<file path="src/rtl/mem_port_arbiter.sv">
// Two-requester arbiter sharing one memory port between fetch and data.
// Optional fetch-starvation guard: define MEMARB_STARVE_GUARD_EN.
module mem_port_arbiter #(
   parameter int AW           = 32,
   parameter int DW           = 32,
   parameter int STARVE_LIMIT = 4
) (
   input  logic          clk,
   input  logic          reset,
   input  logic          if_req,
   input  logic [AW-1:0] if_addr,
   output logic [DW-1:0] if_rdata,
   output logic          if_valid,
   input  logic          d_req,
   input  logic          d_we,
   input  logic [AW-1:0] d_addr,
   input  logic [DW-1:0] d_wdata,
   output logic [DW-1:0] d_rdata,
   output logic          d_valid,
   output logic          m_req,
   output logic          m_we,
   output logic [AW-1:0] m_addr,
   output logic [DW-1:0] m_wdata,
   input  logic [DW-1:0] m_rdata,
   input  logic          m_ready,
   output logic          stall
);

   typedef enum logic [1:0] {
      IDLE,
      GNT_I,
      GNT_D
   } state_t;

   state_t state;
   state_t state_nx;

   logic arb;
   logic pick_d;
   logic pick_i;
   logic done_i;
   logic done_d;

   // Arbitrate only in a quiet IDLE cycle: a completion pulse means the
   // finishing requester is releasing or re-presenting, so no grant is made.
   assign arb = (state == IDLE) & ~if_valid & ~d_valid;

   assign done_i = (state == GNT_I) & m_ready;
   assign done_d = (state == GNT_D) & m_ready;

`ifdef MEMARB_STARVE_GUARD_EN
   localparam int CW = $clog2(STARVE_LIMIT + 1);

   logic [CW-1:0] starve;
   logic          force_i;

   assign force_i = if_req & (starve == CW'(STARVE_LIMIT));

   // Data priority unless the fetch has lost STARVE_LIMIT times in a row.
   always_comb begin
      pick_d = arb & d_req & ~force_i;
      pick_i = arb & if_req & ~pick_d;
   end

   // Saturating count of consecutive arbitrations a waiting fetch lost.
   always_ff @(posedge clk) begin
      if (reset) begin
         starve <= '0;
      end else if (pick_i) begin
         starve <= '0;
      end else if (pick_d) begin
         if (!if_req)
            starve <= '0;
         else if (starve != CW'(STARVE_LIMIT))
            starve <= starve + CW'(1);
      end
   end
`else
   // Fixed priority: the data access belongs to the older instruction.
   always_comb begin
      pick_d = arb & d_req;
      pick_i = arb & if_req & ~d_req;
   end
`endif

   // Next-state logic of the grant FSM.
   always_comb begin
      state_nx = state;
      unique case (state)
         IDLE: begin
            if (pick_d)
               state_nx = GNT_D;
            else if (pick_i)
               state_nx = GNT_I;
         end
         GNT_I: begin
            if (m_ready)
               state_nx = IDLE;
         end
         GNT_D: begin
            if (m_ready)
               state_nx = IDLE;
         end
         default: state_nx = IDLE;
      endcase
   end

   // State register.
   always_ff @(posedge clk) begin
      if (reset)
         state <= IDLE;
      else
         state <= state_nx;
   end

   // Memory-side request registers, held steady for the whole grant.
   always_ff @(posedge clk) begin
      if (reset) begin
         m_req   <= 1'b0;
         m_we    <= 1'b0;
         m_addr  <= '0;
         m_wdata <= '0;
      end else if (pick_d) begin
         m_req   <= 1'b1;
         m_we    <= d_we;
         m_addr  <= d_addr;
         m_wdata <= d_wdata;
      end else if (pick_i) begin
         m_req   <= 1'b1;
         m_we    <= 1'b0;
         m_addr  <= if_addr;
      end else if (done_i | done_d) begin
         m_req   <= 1'b0;
         m_we    <= 1'b0;
      end
   end

   // Completion pulses and read-data capture; stores leave d_rdata alone.
   always_ff @(posedge clk) begin
      if (reset) begin
         if_valid <= 1'b0;
         d_valid  <= 1'b0;
         if_rdata <= '0;
         d_rdata  <= '0;
      end else begin
         if_valid <= done_i;
         d_valid  <= done_d;
         if (done_i)
            if_rdata <= m_rdata;
         if (done_d && !m_we)
            d_rdata <= m_rdata;
      end
   end

   assign stall = (if_req & ~if_valid) | (d_req & ~d_valid);

endmodule
</file>
<file path="config.mk">
export PLATFORM = sky130hd
export DESIGN_NAME = mem_port_arbiter
export DESIGN_NICKNAME = d
export VERILOG_FILES = /design/src/rtl/mem_port_arbiter.sv
export SDC_FILE = /design/constraint.sdc
export NUM_CORES = 1
export LEC_CHECK = 0
export CORE_ASPECT_RATIO = 1.4
export CORE_MARGIN = 2
export CORE_UTILIZATION = 30
export DETAILED_ROUTE_END_ITERATION = 8
export HOLD_SLACK_MARGIN = 0.12
export PLACE_DENSITY = 0.66
export SLEW_MARGIN = 25
export SYNTH_ARGS = -nofsm -noshare
export SYNTH_HDL_FRONTEND = slang
export SYNTH_SLANG_ARGS = --single-unit
</file>
<file path="constraint.sdc">
create_clock -name clk -period 2.09 [get_ports clk]
set_input_delay 0.627 -clock clk [delete_from_list [all_inputs] [get_ports clk]]
set_output_delay 0.627 -clock clk [all_outputs]
set_load 0.01 [all_outputs]
</file>
==> results.yml <==
timing:
  relSlewSlack_pct: 74.2
  fin_worst_skew_ps: 8.71
  drv_slew: 0
  setup_tns_ps: 0
  max_freq_mhz: 490
  rsz0062_at_grt: "no"
  setup_viol: 0
  hold_viol: 0
  setup_ws_ps: 49.7
  min_period_ps: 2040
  tightest_slew_ps: 387
  fin_crit_sh_pct: 97.6
synth:
  yosysTopAreaCell: "dfxtp_1"
  yosys.area.top_type_share_pct: 51.0
  synth_fp_nets: 778
  synth-seq-area-share_pct: 51.0
  synth_most_common_cell: "nand2_1"
  synth_area_sq_um: 5260
  synth_common_cells: "198 x nand2_1, 134 x dfxtp_1, 101 x a21oi_1"
  synth-compound-area-share_pct: 21.5
  synth-seq-cells: 134
  ys_warn_count: 0
  ys_types: 32
  yosys.area_share.adder_pct: 0.714
  synthTopCellsByArea: "dfxtp_1 51%, nand2_1 14%, a21oi_1 9.6%, a221oi_1 4.8%, o22a_1 4.8%"
  synthMuxAreaShare_pct: 0.190
  synth_top_family_by_area: "compound AO/OA/AOI/OAI gates"
  avgSynthCellArea_sq_um: 8.20
  synthSimpleGateAreaFrac_pct: 18.8
  synthFlopType: "dfxtp_1"
  ys_async_sr_fraction_pct: 0
  synthCells: 641
  synth_xor_area_share_pct: 0
  synth_edf_count: 0
global_route:
  grt_pass1_vias: 4847
  grt_overflow: 0
  track_usage_pct: 17.6
  grt_antenna_before_repair: 0
  grt_max_degree: 69
  grt_pass1_wl_mm: 25.6
die:
  row_count: 57
  die-area_sq_um: 18600
  initial_utilization_pct: 30.5
  fp.dieH_um: 161
  core_area_sq_um: 17300
  fp.dieW_um: 116
  io_pins: 267
routing:
  dr_total_vias: 5214
  drt_wl_total_mm: 16.7
  drt_pass1_iterations: 4
  wl_per_cell_um: 14.7
  ant_nets: 0
  via_per_inst: 4.58
  drc: 0
  drt_iter0_markers: 163
worst_setup_path:
  crit_path_max_fanout: 2
  r2r_slack_ps: 460
  arrival_ps: 1410
  startpoint: "if_req"
  cp_data_required_time_ps: 1460
  crit_path_top_delay_cell: "clkdlybuf4s50_1"
  r2r_cells: 6
  cp_cell_sequence: "clkdlybuf4s50_1, inv_1, o22ai_1, buf_2"
  cp-end-kind: "primary output"
  start_kind: "input port"
  slowest_delay_ps: 480
  rr_startpoint: "state[0]"
  worstSetupPathType: "input port to primary output"
  r2r_end: "m_addr[19]"
cts:
  cts_max_level: 4
  cts_setup_buffers: 0
  cts_tree: "done"
  cts_buffer_depth: 2
  clk-insertion-delay-late_ps: 410
  cts_root_buf: "clkbuf_16"
  cts.clk_slew.worst_paths_ps: 50
  numCtsBuffers: 17
  clock-sinks: 134
  hold_buffers: 0
cells_and_area:
  layout-drive-gt1-share_pct: 6.64
  n_antenna_cell: 0
  nets: 1027
  area_growth_pct: 66.5
  final_cells: 1139
min_path:
  min_path_cells: 2
  hp-start: "if_rdata[3]"
  min_to: "if_rdata[3]"
  hp-class: "flip-flop to flip-flop"
power:
  peakVddDrop_v: 0.000480
  p_leak_nw: 3.35
  power_density_nw_per_um2: 838
placed_design:
  place_ws_ps: -368
  place_congestion: 0.780
  detailed_place_hpwl_mm: 11.6
  place_inst: 1107
  portBuffers: 266
status:
  status: "finished clean"
flow_run:
  max_cap_violations: 0
sequential cells by signal, summed over array words and instances (netlist names), 2 cells and up:
| register | cells |
|---|---|
| m_wdata | 32 |
| state | 2 |
| d_rdata | 32 |
| if_rdata | 32 |
| m_addr | 32 |
timing repair:
action | CTS | global route
endpoints found under the setup margin | 3 | 2
gates resized for setup | 7 | 2
pin swaps | 0 | 0
cells in the final DEF, fill, tap and decap left out, drive strengths merged, types with 3 or more instances in the layout:
master         count
inv               34
nor2              35
buf               22
ha                 3
nand2            198
nand3b             3
o22a              29
clkbuf            21
clkinv             7
dfxtp            134
a21oi            101
a221oi            29
clkdlybuf4s50    261
layout make-up:
class / count / area [sq um]
well taps: 236 / 295
clock inverters: 11 / 100
flip-flops and latches: 134 / 2690
repair buffers: 285 / 2910
fillers: 1672 / 8500
multi-input cells: 419 / 2170
inverters: 33 / 124
clock buffers: 21 / 470
power by group:
| group | leakage [nW] | switching, W | internal (W) |
|---|---|---|---|
| Clock | 0.279 | 0.00112 | 0.00173 |
| Sequential | 1.10 | 0.000121 | 0.00279 |
| Combinational | 1.97 | 0.000683 | 0.000885 |
worst max-delay path by stage:
stage                           to  slack [ps]  depth (start not counted)
after floorplan              stall         200                          4
after global placement       stall        -360                          4
after detailed placement     stall        -370                          4
after CTS                     m_we           9                          1
after global routing      if_valid           1                          1
final                        stall          50                          4
worst max-delay path, delay by kind of cell:
| family | cells | cell delay (ps) |
|---|---|---|
| buffers and inverters | 3 | 670 |
| AO/OA/AOI/OAI | 1 | 110 |
through the flow:
stage	hold slack (ps)	instance area [sq um]	util, %	power, W
CTS	453	8750	50.7	0.00744
global placement	441	8180	47.4	0.00454
finish	449	8750	50.7	0.00733
floorplan	481	5260	-	0.00366
detailed placement	446	8180	47.4	0.00455
global route	468	8750	50.7	0.00768
cells by family (layout without fill, tap and decap cells):
logic type               count (synthesis)  in the layout
AND/OR/NAND/NOR                        245            245
AO/OA/AOI/OAI                          170            170
flip-flops                             134            134
buffers and inverters                   88            350
adder cells (fa/ha/maj)                  3              3
multiplexers                             1              1
layer usage:
| layer | part of all wire [%] | wire length (um) | GRT usage [%] |
|---|---|---|---|
| met5 | 0 | 0 | 0 |
| met4 | 2.4 | 404 | 6.22 |
| met3 | 7.7 | 1280 | 6.57 |
| met2 | 51 | 8440 | 30.2 |
| met1 | 39 | 6570 | 19.8 |
Power figures use the tool's default switching activity.
